===== src/rtl/video_scanout.sv =====
// Raster scanout: h/v timing, registered syncs, priority layer compositing,
// scanline prefetch strobes and a sticky vblank interrupt.
module video_scanout #(
    parameter int NUM_LAYERS = 4,
    parameter int COLOR_W    = 2,
    parameter int H_VIS      = 640,
    parameter int H_FP       = 16,
    parameter int H_SYNC     = 96,
    parameter int H_BP       = 48,
    parameter int V_VIS      = 480,
    parameter int V_FP       = 10,
    parameter int V_SYNC     = 2,
    parameter int V_BP       = 33,
    parameter int X_OFFSET   = 31,
    parameter int DISP_W     = 256,
    parameter int DISP_H     = 240,
    parameter logic [3*COLOR_W-1:0] BACKDROP = '0,
    parameter bit IRQ_BOTH_EDGES = 1'b1
) (
    input  logic                           gpu_clk,
    input  logic                           rst_n,
    input  logic [NUM_LAYERS*3*COLOR_W-1:0] layer_rgb_i,
    input  logic [NUM_LAYERS-1:0]          layer_valid_i,
    input  logic [NUM_LAYERS-1:0]          layer_en_i,
    input  logic                           irq_clr_i,
    output logic [COLOR_W-1:0]             r_o,
    output logic [COLOR_W-1:0]             g_o,
    output logic [COLOR_W-1:0]             b_o,
    output logic                           hsync_o,
    output logic                           vsync_o,
    output logic [7:0]                     x_o,
    output logic [7:0]                     y_o,
    output logic                           drawing_o,
    output logic                           prefetch_start_o,
    output logic [7:0]                     prefetch_y_o,
    output logic                           in_vblank_o,
    output logic                           vblank_irq_o,
    output logic [7:0]                     frame_cnt_o
);

    localparam int PW    = 3 * COLOR_W;
    localparam int H_TOT = H_VIS + H_FP + H_SYNC + H_BP;
    localparam int V_TOT = V_VIS + V_FP + V_SYNC + V_BP;
    // Counters are at least 9 bits wide so the x/y slices always exist.
    localparam int HW = ($clog2(H_TOT) > 9) ? $clog2(H_TOT) : 9;
    localparam int VW = ($clog2(V_TOT) > 9) ? $clog2(V_TOT) : 9;

    localparam logic [HW-1:0] H_LAST = HW'(H_TOT - 1);
    localparam logic [HW-1:0] H_VISW = HW'(H_VIS);
    localparam logic [HW-1:0] HS_BEG = HW'(H_VIS + H_FP);
    localparam logic [HW-1:0] HS_END = HW'(H_VIS + H_FP + H_SYNC);
    localparam logic [VW-1:0] V_LAST = VW'(V_TOT - 1);
    localparam logic [VW-1:0] V_VISW = VW'(V_VIS);
    localparam logic [VW-1:0] VS_BEG = VW'(V_VIS + V_FP);
    localparam logic [VW-1:0] VS_END = VW'(V_VIS + V_FP + V_SYNC);
    localparam logic [VW-1:0] PF_LIM = VW'(V_VIS - 2);
    localparam logic [8:0]    X_OFF9 = 9'(X_OFFSET);
    localparam logic [9:0]    DISP_W10 = 10'(DISP_W);
    localparam logic [8:0]    DISP_H9  = 9'(DISP_H);

    logic [HW-1:0] h_q, h_d;
    logic [VW-1:0] v_q, v_d;
    logic [7:0]    frame_q, frame_d;
    logic          hsync_q, hsync_d;
    logic          vsync_q, vsync_d;
    logic [PW-1:0] pix_q, pix_d;
    logic          irq_q, irq_d;
    logic          vb_hist_q, vb_hist_d;

    logic          visible;
    logic          drawing;
    logic          in_vb;
    logic          vb_edge;
    logic          hit;
    logic [8:0]    x9;

    always_comb begin
        h_d       = h_q + HW'(1);
        v_d       = v_q;
        frame_d   = frame_q;
        if (h_q == H_LAST) begin
            h_d = '0;
            if (v_q == V_LAST) begin
                v_d     = '0;
                frame_d = frame_q + 8'd1;
            end else begin
                v_d = v_q + VW'(1);
            end
        end

        visible = (h_q < H_VISW) && (v_q < V_VISW);
        x9      = h_q[8:0] - X_OFF9;
        drawing = visible && ({1'b0, x9} < DISP_W10) && ({1'b0, v_q[8:1]} < DISP_H9);

        hsync_d = !((h_q >= HS_BEG) && (h_q < HS_END));
        vsync_d = !((v_q >= VS_BEG) && (v_q < VS_END));

        // Walk layers upward; the first enabled opaque one wins.
        pix_d = BACKDROP;
        hit   = 1'b0;
        for (int i = 0; i < NUM_LAYERS; i++) begin
            if (!hit && layer_en_i[i] && layer_valid_i[i]) begin
                pix_d = layer_rgb_i[i*PW +: PW];
                hit   = 1'b1;
            end
        end
        if (!drawing) pix_d = '0;

        in_vb     = (v_q >= V_VISW);
        vb_hist_d = in_vb;
        vb_edge   = IRQ_BOTH_EDGES ? (in_vb ^ vb_hist_q) : (in_vb & ~vb_hist_q);
        // A clear in the same cycle as an edge swallows that edge.
        if (irq_clr_i)    irq_d = 1'b0;
        else if (vb_edge) irq_d = 1'b1;
        else              irq_d = irq_q;
    end

    always_ff @(posedge gpu_clk or negedge rst_n) begin
        if (!rst_n) begin
            h_q       <= '0;
            v_q       <= '0;
            frame_q   <= '0;
            hsync_q   <= 1'b1;
            vsync_q   <= 1'b1;
            pix_q     <= '0;
            irq_q     <= 1'b1;
            vb_hist_q <= 1'b0;
        end else begin
            h_q       <= h_d;
            v_q       <= v_d;
            frame_q   <= frame_d;
            hsync_q   <= hsync_d;
            vsync_q   <= vsync_d;
            pix_q     <= pix_d;
            irq_q     <= irq_d;
            vb_hist_q <= vb_hist_d;
        end
    end

    assign r_o          = pix_q[3*COLOR_W-1:2*COLOR_W];
    assign g_o          = pix_q[2*COLOR_W-1:COLOR_W];
    assign b_o          = pix_q[COLOR_W-1:0];
    assign hsync_o      = hsync_q;
    assign vsync_o      = vsync_q;
    assign x_o          = x9[7:0];
    assign y_o          = v_q[8:1];
    assign drawing_o    = drawing;
    assign in_vblank_o  = in_vb;
    assign vblank_irq_o = irq_q;
    assign frame_cnt_o  = frame_q;

    // The last line of the frame fetches display line 0; even visible lines fetch the next one.
    assign prefetch_start_o = (h_q == '0) &&
                              ((v_q == V_LAST) || (!v_q[0] && (v_q < PF_LIM)));
    assign prefetch_y_o     = (v_q == V_LAST) ? 8'd0 : (v_q[8:1] + 8'd1);

endmodule


===== config.mk =====
export PLATFORM = sky130hd
export DESIGN_NAME = video_scanout
export DESIGN_NICKNAME = d
export VERILOG_FILES = /design/src/rtl/video_scanout.sv
export SDC_FILE = /design/constraint.sdc
export NUM_CORES = 1
export LEC_CHECK = 0
export BUFFER_PORTS_ARGS = -buffer_cell sky130_fd_sc_hd__buf_2
export CAP_MARGIN = 20
export CELL_PAD_IN_SITES_DETAIL_PLACEMENT = 0
export CELL_PAD_IN_SITES_GLOBAL_PLACEMENT = 1
export CORE_MARGIN = 4
export CORE_UTILIZATION = 37
export CTS_CLUSTER_DIAMETER = 80
export DETAILED_ROUTE_END_ITERATION = 10
export PLACE_DENSITY_LB_ADDON = 0.1
export REMOVE_ABC_BUFFERS = 1
export SYNTH_ARGS = -nofsm -noshare
export SYNTH_HDL_FRONTEND = slang
export SYNTH_SLANG_ARGS = --single-unit

===== constraint.sdc =====
create_clock -name gpu_clk -period 2.45 [get_ports gpu_clk]
set_clock_uncertainty 0.1 [all_clocks]
set_input_delay 0.245 -clock gpu_clk [delete_from_list [all_inputs] [get_ports gpu_clk]]
set_output_delay 0.245 -clock gpu_clk [all_outputs]
set_load 0.1 [all_outputs]

; Word-level counts from Yosys, hierarchy flattened
; Cells that the tools add are included.
[totals]
register_bits = 38
inputBits = 35
out_inout_bits = 44
word_cells = 63
[classes]
n_addsub = 5
magnitude_cmp = 10
eq_ne = 2
muxes = 13
bitwise = 1
n_reduce_logical = 24
[op_table]
columns = op, n
row1 = "10-bit by 9-bit < comparator with 1-bit output, second input constant", 3
row2 = 6-bit 2-to-1 mux, 5
row3 = "10-bit by 1-bit adder with 10-bit output, second input constant", 2
row4 = "10-bit equality test, second input constant", 2
row5 = "10-bit by 9-bit greater-or-equal comparator with 1-bit output, second input constant", 2
row6 = "10-bit < comparator, second input constant", 2
row7 = 10-bit 2-to-1 mux, 2
row8 = "8-bit by 1-bit adder with 8-bit output, second input constant", 2
row9 = 1-bit logical AND, 14
row10 = "10-bit greater-or-equal comparator, second input constant", 1
row11 = 10-bit zero test, 1
row12 = "9-bit < comparator, second input constant", 1
row13 = "9-bit by 5-bit subtractor with 9-bit output, second input constant", 1
row14 = "8-bit < comparator, second input constant", 1
row15 = 8-bit 2-to-1 mux, 1
row16 = 1-bit zero test, 6
row17 = 1-bit 2-to-1 mux, 5
row18 = 2-bit AND reduction, 1
row19 = 2-bit nonzero test, 1
row20 = 1-bit logical OR, 1
row21 = 1-bit XOR, 1

; Depth between registers and ports, before layout
; Gate-level depths: netlist (run 1).
[depth]
depth_word = 15
depth_mapped = 7
depth_no_buf = 6

; Least setup slack after synthesis (run 1)
; No wires, ideal clock.
[synth_path]
kind = register to output
startpoint = reg h_q[0]
endpoint = out prefetch_start_o
t_arrival_ps = 2819
required_ps = 2105
path_slack_ps = -714
path_stages_with_launch = 5
n_path_buf = 0
cell_sequence = dfrtp_1 inv_1 ha_1 nand3_1 a21oi_1
[synth_between]
elab_chain_len = 2
[synth_lines]
columns = item, line
row1 = start: declaration, 61  ; logic [HW-1:0] h_q, h_d;
row2 = start signal: assignment, 120  ; h_q <= '0;
row3 = start signal: assignment, 129  ; h_q <= h_d;
row4 = 10-bit zero test, 153  ; assign prefetch_start_o = (h_q == '0) &&
row5 = 1-bit logical AND, 153
row6 = end: declaration, 34  ; output logic prefetch_start_o,
; No other way between the ends.

; Worst setup path in the final report (run 1)
[layout_path]
startpoint = reg v_q[4]
endpoint = out prefetch_y_o[7]
[layout_between]
elab_chain_len = 2
elab_cells_between_ends = 3
cone_classes = 1 x add/sub / 1 x eq/ne / 1 x mux
[layout_lines]
columns = item, line
row1 = start: declaration, 62  ; logic [VW-1:0] v_q, v_d;
row2 = start signal: assignment, 130  ; v_q <= v_d;
row3 = 8-bit by 1-bit adder with 8-bit output / 10-bit equality test (equally long branches), 155  ; assign prefetch_y_o = (v_q == V_LAST) ? 8'd0 : (v_q[8:1] + 8'd1);
row4 = 8-bit 2-to-1 mux *, 155
row5 = end: declaration, 35  ; output logic [7:0] prefetch_y_o,
; Mark *: on every way between the ends. The rest lies on a longest branch, timed or not.

==> flow_metrics.py, run 1 <==
metrics = {
    "sta": {
        "holdWs_ns": 0.0926,
        "min_period_ns": 2.31,
        "max_freq_ghz": 0.433,
        "drv_slew": 0,
        "fin_setup_tns_ns": 0,
        "tightestPinTransition_ns": 0.756,
        "max_slew_margin": 0.492,
        "period_share": 0.943,
        "setup_ws_ns": 0.139,
        "hold_viol": 0,
        "setup_viol": 0,
    },
    "power": {
        "vdd_drop_max_v": 0.000369,
        "p_leak_uw": 0.00150,
        "power.density_nw_per_um2": 493,
    },
    "detailed_routing": {
        "drt.antenna.violating_nets": 0,
        "totalWireLength_um": 5490,
        "wl_per_cell_um": 14.3,
        "first_pass_iters": 5,
        "drtIter0Drc": 63,
        "num_vias": 1895,
        "vias_per_cell": 4.93,
        "drc_errors": 0,
    },
    "clocking": {
        "cts_buffer_depth": 2,
        "clk-insertion-delay-late_ns": 0.29,
        "cts_buffers": 5,
        "cts_root_buf": "clkbuf_8",
        "path_clk_slew_ns": 0.07,
        "htreeDepth": 2,
        "cts_tree": "built",
        "clock-sinks": 38,
    },
    "flow_run": {
        "maxCapViolations": 0,
    },
    "global_routing": {
        "antenna_found_initial": 0,
        "grt_pass1_wl_um": 8590,
        "grt-ovfl-total": 0,
        "grt_use_total": 0.145,
        "first_global_vias": 1792,
        "grt_max_degree": 26,
    },
    "logic_synthesis": {
        "ys_seq_area_frac": 0.411,
        "synth_cell_type_count": 48,
        "syn-cell-area_um2": 2320,
        "avgSynthCellArea_um2": 9.73,
        "yosys_most_used_dff": "dfrtp_1",
        "ys_async_sr_fraction": 1.00,
        "syn_inst": 239,
        "yosys_warnings": 0,
        "synth_edf_count": 0,
        "synth-seq-cells": 38,
    },
    "placed_design": {
        "dpl.cell_count": 373,
        "pre_cts_ws_ns": 0.320,
        "place_area_um2": 2740,
        "io_buffers": 78,
        "place.gp.congestion": 0.745,
        "dp_hpwl_um": 4230,
    },
    "worst_setup_path": {
        "cp.arrival_ns": 1.97,
        "endpoint_kind": "primary output",
        "critical_path_class": "register to primary output",
        "critPathRequiredTime_ns": 2.11,
        "cp_max_fo": 10,
        "start_kind": "register",
    },
    "final_layout": {
        "fin_area_um2": 2950,
        "final_cell_mix": "70 x buf_2, 34 x dfrtp_1, 17 x nor2_1",
        "final_cells": 384,
        "layout-drive-gt1-share": 0.350,
        "final_common_cell": "buf_2",
        "synthToLayoutAreaGrowth_pct": 26.9,
        "nNetsFinal": 351,
        "n_antenna_cell": 0,
    },
    "floorplan": {
        "num_rows": 28,
        "die_x_um": 87.3,
        "die-area_um2": 7620,
        "die_h_um": 87.3,
        "core_area_um2": 6030,
        "io_pins": 79,
        "initial_core_util": 0.386,
    },
    "worst_hold_path": {
        "hold_path_class": "input port to register",
    },
    "status": {
        "status": "finished clean",
    },
}
state kept, by name (all words and copies together), names as in the netlist:
signal	count
vb_hist_q	1
frame_cnt_o	8
h_q	10
pix_q	6
hsync_o	1
vblank_irq_o	1
vsync_o	1
v_q	10
where the power goes:
part           internal (uW)  switching [uW]  total, uW
logic                   42.8             116        159
registers                637            1.74        639
clock network            434             224        658
total                   1110             341       1460
stage by stage:
| stage | power (uW) | utilization |
|---|---|---|
| 2_1_floorplan | 752 | - |
| 3_3_place_gp | 809 | 0.455 |
| 3_5_place_dp | 809 | 0.455 |
| 4_1_cts | 1480 | 0.484 |
| 5_1_grt | 1520 | 0.489 |
| 6_report | 1460 | 0.489 |
Yosys cell counts, types with 3 or more instances:
cell type   n  share of area
clkbuf_8    3          0.018
xnor2_1    15          0.057
nor4_1      3         0.0081
a31oi_1     3         0.0081
nand2_1    16          0.026
nor2_1     17          0.027
buf_4      10          0.032
inv_1       9          0.015
nand4_1     8          0.022
a21oi_1     8          0.017
dfstp_2     3          0.034
dfrtp_1    35           0.38
and3_1      5          0.013
a222oi_1    5          0.022
nand3_1    14          0.030
buf_2       6          0.013
ha_1        8          0.043
and2_1      4          0.011
o21ai_0     7          0.015
nor3_1     10          0.022
xor2_1     14          0.053
logic make-up (layout without fill, tap and decap cells):
| family | after synthesis | in the layout | synth area share |
|---|---|---|---|
| compound gates | 32 | 32 | 0.0937 |
| simple gates | 96 | 96 | 0.240 |
| mux | 2 | 2 | 0.00915 |
| buf+inv | 34 | 104 | 0.0947 |
| xor+xnor | 29 | 29 | 0.109 |
| flops | 38 | 38 | 0.411 |
| fa+ha+maj | 8 | 8 | 0.0431 |
layer usage:
metal,track usage,wire length (um)
met3,0.0407,304
met1,0.191,2430
met2,0.228,2690
met4,0.0460,52
met5,0,0
layout make-up:
cell class                      count  area [um^2]
Sequential cell                    38          956
Clock inverter                      2         60.1
Inverter                            9         33.8
Timing Repair Buffer               87          546
Clock buffer                        6         82.6
Multi-Input combinational cell    167         1180
Fill cell                         589         3080
Tap cell                           75         93.8
timing repair:
item                                    in CTS  in global routing
endpoints found under the hold margin       12                  0
endpoints found under the setup margin       2                  9
setup buffers                                0                  1
pin swaps                                    0                  1
gates resized for setup                      2                  8
hold buffers                                 2                  0
worst max-delay path: stages, from the launching register on:
cell and delay [ns]:
dfrtp_1 0.54, nand4_1 0.19, or2_2 0.34, nor2_1 0.12, xor2_1 0.15, clkbuf_4 0.34
final timing paths:
check | from | end | slack (ns) | cells after the start
setup / recovery | v_q[4] | prefetch_y_o[7] | 0.14 | 5
hold / removal | layer_rgb_i[20] | pix_q[2] | 0.09 | 3
setup reg to reg | v_q[0] | frame_cnt_o[1] | 0.38 | 7
hold reg to reg | frame_cnt_o[7] | frame_cnt_o[7] | 0.37 | 1
max in group asynchronous | rst_n | hsync_o | 1.31 | 3
min in group asynchronous | rst_n | pix_q[1] | 0.27 | 2
(Power assumes the default switching activity.)
==> run 2, diff against run 1 <==
--- a/config.mk
+++ b/config.mk
@@ -6,7 +6,6 @@
 export NUM_CORES = 1
 export LEC_CHECK = 0
 export BUFFER_PORTS_ARGS = -buffer_cell sky130_fd_sc_hd__buf_2
-export CAP_MARGIN = 20
 export CELL_PAD_IN_SITES_DETAIL_PLACEMENT = 0
 export CELL_PAD_IN_SITES_GLOBAL_PLACEMENT = 1
 export CORE_MARGIN = 4
@@ -14,6 +13,7 @@
 export CTS_CLUSTER_DIAMETER = 80
 export DETAILED_ROUTE_END_ITERATION = 10
 export PLACE_DENSITY_LB_ADDON = 0.1
+export RECOVER_POWER = 25
 export REMOVE_ABC_BUFFERS = 1
 export SYNTH_ARGS = -nofsm -noshare
 export SYNTH_HDL_FRONTEND = slang
==> flow_metrics.py, run 2 (synthesis gave the netlist of run 1 again) <==
metrics = {
    "status": {
        "status": "finished clean",
    },
    "final_layout": {
        "final_common_cell": "buf_2",
        "synthToLayoutAreaGrowth_pct": 26.7,
        "n_antenna_cell": 0,
        "nNetsFinal": 351,
        "fin_area_um2": 2950,
        "final_cell_mix": "69 x buf_2, 34 x dfrtp_1, 17 x nor2_1",
        "layout-drive-gt1-share": 0.346,
    },
    "placed_design": {
        "place.gp.congestion": 0.745,
        "io_buffers": 78,
        "place_area_um2": 2740,
        "pre_cts_ws_ns": 0.320,
        "dp_hpwl_um": 4230,
    },
    "sta": {
        "max_freq_ghz": 0.433,
        "drv_slew": 0,
        "hold_viol": 0,
        "period_share": 0.943,
        "setup_ws_ns": 0.139,
        "setup_viol": 0,
        "tightestPinTransition_ns": 0.756,
        "max_slew_margin": 0.492,
        "min_period_ns": 2.31,
    },
    "worst_setup_path": {
        "start_kind": "register",
        "cp_slowest_cell": "dfrtp_1",
        "endpoint_kind": "primary output",
        "cp.arrival_ns": 1.97,
        "crit_chain": "nand4_1, or2_2, nor2_1, xor2_1, clkbuf_4",
        "cpPeakStageDelay_ns": 0.54,
        "cp_max_fo": 10,
        "critical_path_class": "register to primary output",
        "critPathRequiredTime_ns": 2.11,
    },
    "detailed_routing": {
        "totalWireLength_um": 5480,
        "wl_per_cell_um": 14.3,
        "first_pass_iters": 5,
        "drc_errors": 0,
        "vias_per_cell": 4.93,
        "drt.antenna.violating_nets": 0,
        "num_vias": 1895,
        "drtIter0Drc": 63,
    },
    "floorplan": {
        "die_h_um": 87.3,
        "die_x_um": 87.3,
        "initial_core_util": 0.386,
        "num_rows": 28,
        "io_pins": 79,
        "core_area_um2": 6030,
        "die-area_um2": 7620,
    },
    "global_routing": {
        "grt_max_degree": 26,
        "grt_use_total": 0.145,
        "grt_pass1_wl_um": 8590,
        "grt-ovfl-total": 0,
        "first_global_vias": 1792,
        "antenna_found_initial": 0,
    },
    "clocking": {
        "cts_root_buf": "clkbuf_8",
        "clock-sinks": 38,
        "path_clk_slew_ns": 0.07,
        "cts_buffer_depth": 2,
        "cts_buffers": 5,
        "htreeDepth": 2,
        "cts_tree": "built",
        "clk-insertion-delay-late_ns": 0.29,
    },
    "power": {
        "power.density_nw_per_um2": 494,
        "intPower_uw": 1110,
        "p_leak_uw": 0.00149,
        "power_frac_comb": 0.109,
        "p_switching_uw": 341,
        "pwr-share-seq": 0.439,
        "pwr-share-clk": 0.452,
        "switching_share": 0.235,
        "vdd_drop_max_v": 0.000369,
    },
    "worst_hold_path": {
        "hold_path_class": "input port to register",
    },
    "flow_run": {
        "maxCapViolations": 0,
    },
}
run 2: through the flow:
step                      setup TNS, ns  total power (uW)  instances  utilization  hold WS (ns)
final                                 0              1450        384        0.489        0.0926
after floorplan                  -10.60               752        214            -        -0.151
after detailed placement              0               809        373        0.455        0.0595
after CTS                             0              1480        383        0.484        0.0828
after global routing            -0.0196              1520        384        0.489        0.0801
after global placement                0               809        373        0.455        0.0487
run 2: timing repair:
action / 4_1_cts / 5_1_grt
pin swaps: 0 / 1
setup buffers: 0 / 1
endpoints found under the setup margin: 2 / 9
resized for setup: 2 / 8
hold buffers: 2 / 0
hold endpoints to repair: 12 / 0
run 2: layout make-up:
class / count / area, um^2
clock buffer: 6 / 82.6
multi-input combinational: 167 / 1180
timing repair buffer: 87 / 542
fill: 590 / 3080
tap: 75 / 93.8
sequential: 38 / 956
clock inverter: 2 / 60.1
inverter: 9 / 33.8
run 2: power groups by stage:
| stage | Combinational (uW) | Sequential, uW | Clock, uW |
|---|---|---|---|
| floorplan | 23.7 | 728 | 0 |
| global placement | 157 | 651 | 0 |
| detailed placement | 159 | 651 | 0 |
| CTS | 161 | 638 | 679 |
| global route | 168 | 640 | 711 |
| finish | 158 | 639 | 658 |
run 2: critical path, delay by kind of cell (launching register included):
kind                      cells  cell delay (ns)
buffers and inverters         1             0.34
and+or+nand+nor               3             0.65
DFF                           1             0.54
xor gates and xnor gates      1             0.15
run 2: path summary, 6_finish.rpt:
check | startpoint | endpoint | slack, ns | cells past startpoint
setup / recovery | v_q[4] | prefetch_y_o[7] | 0.14 | 5
hold / removal | layer_rgb_i[20] | pix_q[2] | 0.09 | 3
setup reg to reg | v_q[0] | frame_cnt_o[1] | 0.38 | 7
hold reg to reg | frame_cnt_o[7] | frame_cnt_o[7] | 0.37 | 1
max in group asynchronous | rst_n | v_q[2] | 0.74 | 3
min in group asynchronous | rst_n | pix_q[1] | 0.42 | 2
run 2: layer usage:
metal,global-route usage,vias up,part of all wire
met5,0,-,0
li1,-,975,-
met3,0.0407,5,0.055
met1,0.191,874,0.44
met2,0.228,41,0.49
met4,0.0460,0,0.0095
==> run 3, diff against run 2 <==
--- a/config.mk
+++ b/config.mk
@@ -9,7 +9,7 @@
 export CELL_PAD_IN_SITES_DETAIL_PLACEMENT = 0
 export CELL_PAD_IN_SITES_GLOBAL_PLACEMENT = 1
 export CORE_MARGIN = 4
-export CORE_UTILIZATION = 37
+export CORE_UTILIZATION = 34
 export CTS_CLUSTER_DIAMETER = 80
 export DETAILED_ROUTE_END_ITERATION = 10
 export PLACE_DENSITY_LB_ADDON = 0.1
==> constraint.sdc (replaced) <==
create_clock -name gpu_clk -period 1.98 [get_ports gpu_clk]
set_clock_uncertainty 0.1 [all_clocks]
set_input_delay 0.198 -clock gpu_clk [delete_from_list [all_inputs] [get_ports gpu_clk]]
set_output_delay 0.198 -clock gpu_clk [all_outputs]
set_load 0.1 [all_outputs]
==> flow_metrics.py, run 3 (synthesis gave the netlist of run 1 again) <==
metrics = {
    "floorplan": {
        "io_pins": 79,
        "die-area_um2": 8220,
        "core_area_um2": 6490,
        "num_rows": 29,
        "die_h_um": 90.7,
        "initial_core_util": 0.358,
        "die_x_um": 90.7,
    },
    "final_layout": {
        "synthToLayoutAreaGrowth_pct": 61.0,
        "layout-drive-gt1-share": 0.548,
        "final_common_cell": "buf_4",
        "final_cell_mix": "63 x buf_4, 59 x buf_2, 31 x dfrtp_1",
        "final_cells": 444,
        "nFillCells": 571,
        "nNetsFinal": 409,
        "final_util": 0.576,
        "n_antenna_cell": 0,
    },
    "sta": {
        "period_share": 1.04,
        "setup_viol": 6,
        "hold_viol": 0,
        "drv_slew": 0,
        "min_period_ns": 2.05,
        "setup_ws_ns": -0.0743,
        "max_slew_margin": 0.262,
        "tightestPinTransition_ns": 1.11,
        "rsz0062_at_grt": "true",
        "holdWs_ns": 0.0338,
        "max_freq_ghz": 0.487,
    },
    "global_routing": {
        "grt_use_met1": 0.208,
        "antenna_found_initial": 0,
        "gr-usage-met3": 0.0392,
        "first_global_vias": 2270,
        "grt_busiest_layer": "met2",
        "grt_use_total": 0.160,
        "grt_pass1_wl_um": 10800,
        "grt_max_degree": 21,
        "grt-ovfl-total": 0,
        "grt_util_met2": 0.262,
    },
    "clocking": {
        "clock-sinks": 38,
        "cts_buffers": 5,
        "clk-insertion-delay-late_ns": 0.29,
        "cts_buffer_depth": 2,
        "cts_tree": "built",
        "cts_root_buf": "clkbuf_8",
        "htreeDepth": 2,
        "path_clk_slew_ns": 0.08,
    },
    "power": {
        "vdd_drop_max_v": 0.000306,
        "power.density_nw_per_um2": 417,
        "p_leak_uw": 0.00188,
    },
    "detailed_routing": {
        "num_vias": 2237,
        "drc_errors": 0,
        "first_pass_iters": 4,
        "wl_per_cell_um": 15.0,
        "vias_per_cell": 5.04,
        "totalWireLength_um": 6670,
        "drtIter0Drc": 118,
        "drt.antenna.violating_nets": 0,
    },
    "worst_setup_path": {
        "startpoint": "v_q[8]",
        "start_kind": "register",
        "cp.arrival_ns": 1.76,
        "crit_chain": "buf_4, nand3_1, o21ai_0, a21oi_4, buf_12",
        "cp_max_fo": 5,
        "critPathRequiredTime_ns": 1.68,
        "worstRegToRegCells": 9,
        "ff2ff_setup_slack_ns": -0.03,
        "r2r-start": "v_q[0]",
        "cpPeakStageDelay_ns": 0.44,
        "cp_slowest_cell": "o21ai_0",
        "critical_path_class": "register to primary output",
        "endpoint_kind": "primary output",
        "r2r-end": "frame_cnt_o[5]",
    },
    "placed_design": {
        "place.gp.congestion": 0.803,
        "dp_hpwl_um": 4670,
        "dpl.cell_count": 400,
        "io_buffers": 78,
        "pre_cts_ws_ns": 0.0808,
    },
    "status": {
        "status": "finished with violations",
        "violations": "setup timing",
    },
    "worst_hold_path": {
        "hold_path_class": "input port to register",
        "hold_depth": 3,
        "hp-start": "layer_rgb_i[20]",
        "hold_end": "pix_q[2]",
    },
    "flow_run": {
        "maxCapViolations": 0,
    },
}
-- run 3: how the worst max path moves through the flow --
stage,end,slack (ns)
5_1_grt,prefetch_start_o,-0.17
2_1_floorplan,prefetch_y_o[5],-1.54
6_report,prefetch_start_o,-0.07
3_3_place_gp,frame_cnt_o[5],0.12
4_1_cts,x_o[7],-0.06
3_5_place_dp,frame_cnt_o[1],0.08
-- run 3: through the flow --
| stage | cell area (um^2) | TNS, ns | total power [uW] |
|---|---|---|---|
| 3_5_place_dp | 3070 | 0 | 1010 |
| 2_1_floorplan | 2140 | -24.83 | 930 |
| 6_report | 3740 | -0.191 | 1560 |
| 4_1_cts | 3510 | -0.370 | 1590 |
| 5_1_grt | 3740 | -1.38 | 1620 |
| 3_3_place_gp | 3070 | 0 | 1010 |
-- run 3: cell type report --
type / instances / area (um^2) / share of cell area
Clock buffer: 6 / 82.6 / 0.0221
Timing Repair Buffer: 145 / 1130 / 0.303
Clock inverter: 2 / 12.5 / 0.00334
Tap cell: 77 / 96.3 / 0.0257
Sequential cell: 38 / 960 / 0.256
Multi-Input combinational cell: 167 / 1430 / 0.381
Inverter: 9 / 33.8 / 0.00902
-- run 3: where the power goes --
part | internal [uW] | switching [uW]
clock network | 280 | 292
registers | 788 | 2.60
logic | 53.9 | 145
-- run 3: metal layers --
| metal | up-vias | routed length, um |
|---|---|---|
| met3 | 6 | 331 |
| li1 | 1088 | - |
| met1 | 1086 | 3030 |
| met4 | 0 | 73 |
| met2 | 57 | 3240 |
| met5 | - | 0 |
-- run 3: repair_timing --
action,CTS,global route
pin swaps,14,16
hold endpoints to repair,17,0
endpoints found under the setup margin,15,22
setup buffers,25,10
hold buffers,2,0
resized for setup,39,37
-- run 3: critical path, delay by kind of cell, from the launching register on --
family	cells	cell delay [ns]
compound gates	2	0.56
flops	1	0.42
buf+inv	2	0.36
simple gates	1	0.12
